$ cat src/rtl/deserializer_stream_if.sv
// Handshake bundle for deserializer_stream: the serial beat input on one side and
// the buffered word output on the other.
interface deserializer_stream_if #(
  parameter int WORD_WIDTH = 24,
  parameter int LANE_WIDTH = 1,
  parameter int OUT_DEPTH  = 2
);
  localparam int LVL_W = $clog2(OUT_DEPTH + 1);

  logic [LANE_WIDTH-1:0] iv_din;
  logic                  i_din_valid;
  logic                  o_din_ready;
  logic [WORD_WIDTH-1:0] ov_dout;
  logic                  o_dout_valid;
  logic                  i_dout_ready;
  logic [LVL_W-1:0]      ov_level;

  modport slave (
    input  iv_din, i_din_valid, i_dout_ready,
    output o_din_ready, ov_dout, o_dout_valid, ov_level
  );

  modport master (
    output iv_din, i_din_valid, i_dout_ready,
    input  o_din_ready, ov_dout, o_dout_valid, ov_level
  );
endinterface

$ cat src/rtl/deserializer_stream.sv
// Serial-to-parallel converter: packs LANE_WIDTH-bit beats into WORD_WIDTH-bit words
// and buffers them in a small first-word-fall-through FIFO.
module deserializer_stream #(
  parameter int WORD_WIDTH = 24,
  parameter int LANE_WIDTH = 1,
  parameter int MSB_FIRST  = 0,
  parameter int OUT_DEPTH  = 2
) (
  input  logic                 i_clk,
  input  logic                 i_rst,
  input  logic                 i_en,
  input  logic                 i_flush,
  deserializer_stream_if.slave bus
);
  localparam int BEATS = WORD_WIDTH / LANE_WIDTH;
  localparam int CNT_W = (BEATS > 1) ? $clog2(BEATS) : 1;
  localparam int PTR_W = $clog2(OUT_DEPTH);
  localparam int LVL_W = $clog2(OUT_DEPTH + 1);
  localparam logic [CNT_W-1:0] LAST_CNT = CNT_W'(BEATS - 1);
  localparam logic [LVL_W-1:0] FULL_LVL = LVL_W'(OUT_DEPTH);

  typedef enum logic [1:0] {IDLE, FILL, WAIT_SPACE} state_t;

  state_t                state_reg;
  logic [CNT_W-1:0]      cnt_reg;
  logic [WORD_WIDTH-1:0] sr_reg;
  logic [WORD_WIDTH-1:0] merged;
  logic [PTR_W-1:0]      wr_ptr_reg;
  logic [PTR_W-1:0]      rd_ptr_reg;
  logic [LVL_W-1:0]      level_reg;
  logic [WORD_WIDTH-1:0] mem [OUT_DEPTH];

  logic full, empty, at_last;
  logic din_ready, beat_acc, push;
  logic dout_valid, pop;

  assign full    = (level_reg == FULL_LVL);
  assign empty   = (level_reg == '0);
  assign at_last = (cnt_reg == LAST_CNT);

  // Ready depends only on registered state, never on the downstream ready.
  assign din_ready  = !i_rst && i_en && !i_flush && (state_reg != WAIT_SPACE) && !(at_last && full);
  assign beat_acc   = din_ready && bus.i_din_valid;
  assign push       = beat_acc && at_last;
  assign dout_valid = !i_rst && i_en && !empty;
  assign pop        = dout_valid && bus.i_dout_ready;

  // The incoming beat is dropped into its lane so the final beat can be pushed directly.
  for (genvar gi = 0; gi < BEATS; gi++) begin : g_lane
    localparam int POS = (MSB_FIRST != 0) ? (BEATS - 1 - gi) : gi;
    localparam logic [CNT_W-1:0] IDX = CNT_W'(gi);
    assign merged[POS*LANE_WIDTH +: LANE_WIDTH] =
      (cnt_reg == IDX) ? bus.iv_din : sr_reg[POS*LANE_WIDTH +: LANE_WIDTH];
  end

  always_ff @(posedge i_clk) begin
    if (i_rst) begin
      state_reg <= IDLE;
      cnt_reg   <= '0;
      sr_reg    <= '0;
    end else if (i_en) begin
      if (i_flush) begin
        state_reg <= IDLE;
        cnt_reg   <= '0;
        sr_reg    <= '0;
      end else begin
        case (state_reg)
          IDLE: begin
            if (beat_acc) begin
              if (BEATS > 1) begin
                cnt_reg   <= cnt_reg + CNT_W'(1);
                sr_reg    <= merged;
                state_reg <= FILL;
              end
            end else if (at_last && full) begin
              state_reg <= WAIT_SPACE;
            end
          end
          FILL: begin
            if (beat_acc) begin
              if (at_last) begin
                cnt_reg   <= '0;
                sr_reg    <= '0;
                state_reg <= IDLE;
              end else begin
                cnt_reg <= cnt_reg + CNT_W'(1);
                sr_reg  <= merged;
              end
            end else if (at_last && full) begin
              state_reg <= WAIT_SPACE;
            end
          end
          WAIT_SPACE: begin
            if (!full) state_reg <= (BEATS > 1) ? FILL : IDLE;
          end
          default: state_reg <= IDLE;
        endcase
      end
    end
  end

  always_ff @(posedge i_clk) begin
    if (i_rst) begin
      wr_ptr_reg <= '0;
      rd_ptr_reg <= '0;
      level_reg  <= '0;
    end else begin
      if (push) wr_ptr_reg <= wr_ptr_reg + PTR_W'(1);
      if (pop)  rd_ptr_reg <= rd_ptr_reg + PTR_W'(1);
      case ({push, pop})
        2'b10:   level_reg <= level_reg + LVL_W'(1);
        2'b01:   level_reg <= level_reg - LVL_W'(1);
        default: level_reg <= level_reg;
      endcase
    end
  end

  always_ff @(posedge i_clk) begin
    if (push) mem[wr_ptr_reg] <= merged;
  end

  assign bus.o_din_ready  = din_ready;
  assign bus.o_dout_valid = dout_valid;
  assign bus.ov_dout      = (i_rst || empty) ? '0 : mem[rd_ptr_reg];
  assign bus.ov_level     = i_rst ? '0 : level_reg;
endmodule
$ cat src/flat_wrapper.sv
// flat-port wrapper written by rule: the top's interface ports become plain ports
module deserializer_stream_flat 
#(
  parameter int WORD_WIDTH = 24,
  parameter int LANE_WIDTH = 1,
  parameter int MSB_FIRST  = 0,
  parameter int OUT_DEPTH  = 2
)
  (i_clk, i_rst, i_en, i_flush, bus_iv_din, bus_i_din_valid, bus_i_dout_ready, bus_o_din_ready, bus_ov_dout, bus_o_dout_valid, bus_ov_level);
  deserializer_stream_if #(.WORD_WIDTH(WORD_WIDTH), .LANE_WIDTH(LANE_WIDTH), .OUT_DEPTH(OUT_DEPTH)) bus_i ();
  input  logic i_clk;
  input  logic i_rst;
  input  logic i_en;
  input  logic i_flush;
  input wire logic [$bits(bus_i.iv_din)-1:0] bus_iv_din;
  input wire logic [$bits(bus_i.i_din_valid)-1:0] bus_i_din_valid;
  input wire logic [$bits(bus_i.i_dout_ready)-1:0] bus_i_dout_ready;
  output wire logic [$bits(bus_i.o_din_ready)-1:0] bus_o_din_ready;
  output wire logic [$bits(bus_i.ov_dout)-1:0] bus_ov_dout;
  output wire logic [$bits(bus_i.o_dout_valid)-1:0] bus_o_dout_valid;
  output wire logic [$bits(bus_i.ov_level)-1:0] bus_ov_level;
  assign bus_i.iv_din = bus_iv_din;
  assign bus_i.i_din_valid = bus_i_din_valid;
  assign bus_i.i_dout_ready = bus_i_dout_ready;
  assign bus_o_din_ready = bus_i.o_din_ready;
  assign bus_ov_dout = bus_i.ov_dout;
  assign bus_o_dout_valid = bus_i.o_dout_valid;
  assign bus_ov_level = bus_i.ov_level;
  deserializer_stream #(.WORD_WIDTH(WORD_WIDTH), .LANE_WIDTH(LANE_WIDTH), .MSB_FIRST(MSB_FIRST), .OUT_DEPTH(OUT_DEPTH)) u_core (.i_clk(i_clk), .i_rst(i_rst), .i_en(i_en), .i_flush(i_flush), .bus(bus_i));
endmodule
$ cat config.mk
export PLATFORM = sky130hd
export DESIGN_NAME = deserializer_stream_flat
export DESIGN_NICKNAME = d
export VERILOG_FILES = /design/src/rtl/deserializer_stream_if.sv /design/src/rtl/deserializer_stream.sv /design/src/flat_wrapper.sv
export SDC_FILE = /design/constraint.sdc
export NUM_CORES = 1
export LEC_CHECK = 0
export ABC_AREA = 1
export BUFFER_PORTS_ARGS = -buffer_cell sky130_fd_sc_hd__buf_4
export CAP_MARGIN = 20
export CORE_MARGIN = 5
export CORE_UTILIZATION = 35
export DETAILED_ROUTE_END_ITERATION = 10
export SYNTH_ARGS = -nofsm -noshare
export SYNTH_HDL_FRONTEND = slang
export SYNTH_SLANG_ARGS = --single-unit
$ cat constraint.sdc
create_clock -name i_clk -period 3.1 [get_ports i_clk]
set_clock_uncertainty 0.05 [all_clocks]
set_input_delay 0.31 -clock i_clk [delete_from_list [all_inputs] [get_ports i_clk]]
set_output_delay 0.31 -clock i_clk [all_outputs]
set_load 0.05 [all_outputs]
After elaboration in Yosys (flattened, before gate mapping)
Memory sizes are Yosys's and may differ from the RTL's. A register that Yosys moved wholly into a read port is not among the register bits. Index checks and enable logic that the tools add are counted.

Bits in writable memories: 48. Logic and storage cells: 114. Bits of input ports: 7. Flip-flop bits (word level): 35. Memories kept: 1.

Muxes and demuxes: 48. Add/subtract/negate cells: 5. Equality and inequality tests: 33. Reduce and logical (&&, ||, !) cells: 21.

Memory list: u_core.mem (depth 2, bits a word 24, rd ports 1, clocked after Yosys merged registers in 1, wr ports 1, RTL line deserializer_stream.sv:31) `logic [WORD_WIDTH-1:0] mem [OUT_DEPTH];`.

Operator list (number): two-way mux 24 bit (5); case mux 24 bit (2 select lines) (1); equality test 5 x 4 -> 1 bit (second input constant) (8); equality test 5 bit (second input constant) (8); two-way mux 1 bit (28); equality test 5 x 3 -> 1 bit (second input constant) (4); two-way mux 5 bit (4); two-way mux 2 bit (7); equality test 5 x 2 -> 1 bit (second input constant) (2); case mux 5 bit (2 select lines) (1); logical AND 1 bit (9); equality test 2 bit (second input constant) (3); inequality test 3 x 2 -> 1 bit (second input constant) (2); case mux 2 bit (3 select lines) (1); adder 5 x 1 -> 5 bit (second input constant) (1); equality test 5 x 1 -> 1 bit (second input constant) (1); zero test 5 bit (1); equality test 2 x 1 -> 1 bit (second input constant) (2); zero test 1 bit (4); zero test 2 bit (2); inequality test 4 x 3 -> 1 bit (second input constant) (1); case mux 2 bit (2 select lines) (1); AND reduction 4 bit (1); inequality test 3 bit (second input constant) (1); other kinds (8) (9).

Logic depth before layout (Yosys ltp)
Depth after elaboration: 9. Gate-level depth with buffers: 12. Mapped depth without buffers: 12.

Worst setup path after synthesis
OpenSTA, ideal clock, no wires.

Path kind: input-to-reg. Start: in i_rst. End: reg u_core.level_reg[1]. Cell stages on the path: 12. Data arrival time: 2859 ps. Buffers on the path: 1. Slack: 121 ps. Cells stage by stage: buf_6 -> nor2_1 -> nor2_1 -> nor2_1 -> nand2_1 -> inv_1 -> ha_1 -> inv_1 -> nand2_1 -> nor2_1 -> o21ai_0 -> a21oi_1.

RTL lines: from (decl) (RTL line flat_wrapper.sv:12) `input logic i_rst;`; zero test 1 bit * (RTL line deserializer_stream.sv:45) `assign dout_valid = !i_rst && i_en && !empty;`; logical AND 1 bit * (2 in series) (RTL line deserializer_stream.sv:45); net bus_o_dout_valid (RTL line flat_wrapper.sv:20) `output wire logic [$bits(bus_i.o_dout_valid)-1:0] bus_o_dout_valid;`; logical AND 1 bit * (RTL line deserializer_stream.sv:46) `assign pop = dout_valid && bus.i_dout_ready;`; net u_core.pop (RTL line deserializer_stream.sv:35) `logic dout_valid, pop;`; equality test 2 x 1 -> 1 bit or equality test 2 bit (tied branches) (RTL line deserializer_stream.sv:110) `case ({push, pop})`; case mux 2 bit (2 select lines) or nonzero test 2 bit (tied branches); to (signal assigned) (RTL line deserializer_stream.sv:111) `2'b10: level_reg <= level_reg + LVL_W'(1);`; to (signal assigned) (RTL line deserializer_stream.sv:112) `2'b01: level_reg <= level_reg - LVL_W'(1);`; to (signal assigned) (RTL line deserializer_stream.sv:113) `default: level_reg <= level_reg;`; to (decl) (RTL line deserializer_stream.sv:30) `logic [LVL_W-1:0] level_reg;`.

The timed path passes the listed nets; every way through them passes the cells marked *. A chain may end at the register's enable or synchronous reset.

Worst setup path in the final report
Start: reg u_core.cnt_reg[1]. End: reg u_core.level_reg[1].

Word-level cells in the longest chain between the ends: 8.

Ends and longest elaborated chain: from (decl) (RTL line deserializer_stream.sv:25) `logic [CNT_W-1:0] cnt_reg;`; from (signal assigned) (RTL line deserializer_stream.sv:71) `cnt_reg <= cnt_reg + CNT_W'(1);`; from (signal assigned) (RTL line deserializer_stream.sv:86) `cnt_reg <= cnt_reg + CNT_W'(1);`; equality test 5 bit * (RTL line deserializer_stream.sv:39) `assign at_last = (cnt_reg == LAST_CNT);`; logical AND 1 bit (RTL line deserializer_stream.sv:42) `assign din_ready = !i_rst && i_en && !i_flush && (state_reg != WAIT_SPACE) && !(at_last && full);`; zero test 1 bit (RTL line deserializer_stream.sv:42); logical AND 1 bit (RTL line deserializer_stream.sv:42); logical AND 1 bit (RTL line deserializer_stream.sv:43) `assign beat_acc = din_ready && bus.i_din_valid;`; logical AND 1 bit * (RTL line deserializer_stream.sv:44) `assign push = beat_acc && at_last;`; equality test 2 x 1 -> 1 bit or equality test 2 bit (tied branches) (RTL line deserializer_stream.sv:110); case mux 2 bit (2 select lines) or nonzero test 2 bit (tied branches).

Every way passes the cells marked *; elsewhere a longest branch is shown, timed or not.

==> flow_summary_export.csv <==
group,metric,value,unit
yosys,yosys.area.top_type,"edfxtp_1",
worst_setup_path,end_kind,"flip-flop",
yosys,netlist.area_leader.share,35.58,%
pwr,p_int,0.001903,W
die,io_pins,35,
timing,tightest_slew,0.8883,ns
placed_design,hpwl,5422,um
pwr,power.leakage,2.105,nW
pwr,clock_power_share,43.0,%
job,maxCapViolations,0,
yosys,syn_inst,451,
routing,ant_nets,0,
clock_network,cts.sinks,84,
routing,totalWireLength,8190,um
final_layout,multi_input_area,1501,sq um
worst_setup_path,path_class,"flip-flop to flip-flop",
die,die_height,117.6,um
worst_setup_path,path_max_fanout,8,
clock_network,cts_made_buffers,9,
routing,routed-via-count,3039,
pwr,p_sw,0.0005295,W
hold_path,hold_start,"i_rst",
yosys,synthTopCellsByArea,"edfxtp_1 36%, dfxtp_1 18%, a21oi_1 6.7%",
global_routing,antenna_found_initial,0,
worst_setup_path,crit_required,3.31,ns
timing,max_freq,0.4419,GHz
timing,period_share,73.00,%
timing,finalHoldViolCount,0,
yosys,synth_enable_flop_cells,48,
global_routing,grt_pass1_vias,3079,
final_layout,post-route-util,41.44,%
clock_network,path_clk_slew,0.06,ns
clock_network,clockBufferDepth,2,
yosys,synthesis.area,4051,sq um
yosys,synth-main-ff-cell,"edfxtp_1",
routing,routedWlPerCell,13.02,um
pwr,p_sw_share,21.76,%
yosys,ys_types,30,
yosys,synth_fp_nets,464,
timing,drv_slew,0,
pwr,max-vdd-ir-drop,0.2173,mV
yosys,synth_xor_area_share,0.4324,%
clock_network,post_cts_buffers,0,
timing,final.setup.tns,0,ns
yosys,synth_top_family_by_area,"simple AND/OR/NAND/NOR gates",
global_routing,overflow,0,
hold_path,hold_path_class,"primary input to flip-flop",
pwr,pwr-share-comb,6.7,%
clock_network,root_buffer,"clkbuf_16",
yosys,synth_area_per_cell,8.983,sq um
yosys,yosys.area_share.simple,15.26,%
global_routing,grtUsageTotal,12.48,%
final_layout,regArea,2162,sq um
global_routing,grt_max_degree,32,
pwr,total_power,0.002433,W
clock_network,holdBufCountCts,0,
pwr,p_seq_share,50.3,%
worst_setup_path,startpoint,"u_core.cnt_reg[1]$_SDFFE_PP0P_",
routing,drtIter0Drc,118,
die,initial_core_util,35.63,%
die,core,11370,sq um
routing,first_pass_iters,5,
final_layout,fin_nets,494,
die,die_w,117.6,um
yosys,muxShareOfSynthArea,6.671,%
yosys,synth-async-reset-ratio,0,%
die,rows,39,
worst_setup_path,reg2reg_from,"u_core.cnt_reg[1]$_SDFFE_PP0P_",
final_layout,diodes,0,
final_layout,final_common_cell,"inv_1",
yosys,ys_ff_latch,84,
routing,drc,0,
final_layout,fill_cells,1122,
outcome,outcome,"complete, no violations",
final_layout,layout_common_cells,"68 x inv_1, 67 x nor2_1, 59 x nand2_1",
yosys,yosys_warnings,0,
die,dieArea,13830,sq um
clock_network,clock_latency,0.33,ns
clock_network,htree_num_levels,3,
final_layout,area_growth,16.31,%
yosys,ys_seq_area_share,53.37,%
yosys,synth-compound-area-share,12.72,%
worst_setup_path,startpoint_type,"flip-flop",
worst_setup_path,worst_ep_arrival_time,2.48,ns
placed_design,io_buffers,34,
clock_network,ctsResizeCount,0,
placed_design,place_congestion,0.7782,
final_layout,largest_reg_flops,48,
final_layout,drive_gt1_share,18.93,%
timing,timing.final.crit_period,2.263,ns
clock_network,cts_tree,"yes",
timing,setup_viol,0,
global_routing,grt_pass1_wl,14430,um
timing,slew_headroom,40.72,%
timing,rsz0062_at_grt,"no",
yosys,synth_adder_area_share,1.853,%
pwr,powerDensity,516.3,nW/um^2
routing,vias_per_cell,4.831,
## cells by family (layout without fill, tap and decap cells)
family          Yosys count  after routing
simple gates            147            147
xor+xnor                  2              2
flops                    84             84
mux                      24             24
compound gates           97             97
fa+ha+maj                 6              6
buf+inv                  91            126
## per-stage QoR
step,setup slack (ns),instance area [sq um],instances,hold WS [ns]
final,0.8369,4712,629,0.1838
after global routing,0.6299,4712,629,0.1952
after CTS,0.8454,4712,629,0.1789
after detailed placement,0.8634,4415,613,0.3973
after global placement,0.7799,4400,612,0.3934
after floorplan,0.1208,4051,451,0.3725
## synthesized netlist by cell type, types with 2 or more instances
library cell  count
a21oi_1          54
a21oi_2           2
a31oi_1           6
buf_1             2
buf_2             3
buf_6             6
clkbuf_1         10
dfxtp_1          36
edfxtp_1         48
ha_1              6
inv_1            68
mux2_2           24
nand2_1          59
nand2_2           3
nand3_1           6
nand4_1           3
nor2_1           69
nor2_4            3
o21ai_0          25
o21ai_1           7
xor2_1            2
## routing by layer
layer / GRT usage, % / wire [um] / up-vias
li1: - / - / 1530
met4: 6.093 / 123 / 0
met1: 15.07 / 3578 / 1431
met5: 0 / 0 / -
met2: 21.39 / 4087 / 69
met3: 2.210 / 401 / 9
## critical path, stage by stage, from the launching register on
cell and delay (ns):
dfxtp_1 0.40, ha_1 0.27, nand2_1 0.12, nor2_4 0.23, nand4_1 0.27, ha_1 0.36
inv_1 0.08, nand2_1 0.06, nor2_1 0.10, o21ai_0 0.09, a21oi_1 0.16
## power groups by stage
stage	Combinational [W]	Clock (W)	Sequential, W
after floorplan	0.000129	0	0.00124
after global placement	0.000155	0	0.00125
after detailed placement	0.000163	0	0.00125
after CTS	0.000165	0.00107	0.00122
after global routing	0.000189	0.00112	0.00123
final	0.000164	0.00105	0.00122
## layout make-up
| type | instances | area share, % |
|---|---|---|
| repair buffers | 40 | 6.532 |
| clock buffers | 12 | 5.231 |
| clock inverters | 4 | 1.062 |
| flip-flops and latches | 84 | 45.88 |
| inverters | 70 | 5.629 |
| multi-input cells | 276 | 31.86 |
| well taps | 143 | 3.797 |
## worst paths after layout
path | endpoint | slack, ns | cells past startpoint
setup reg to reg | u_core.level_reg[1]$_SDFFE_PP0P_ | 0.84 | 10
hold / removal | u_core.cnt_reg[2]$_SDFFE_PP0P_ | 0.18 | 2
hold reg to reg | u_core.level_reg[1]$_SDFFE_PP0P_ | 0.40 | 1
setup / recovery | u_core.level_reg[1]$_SDFFE_PP0P_ | 0.84 | 10
(Power assumes the default switching activity.)
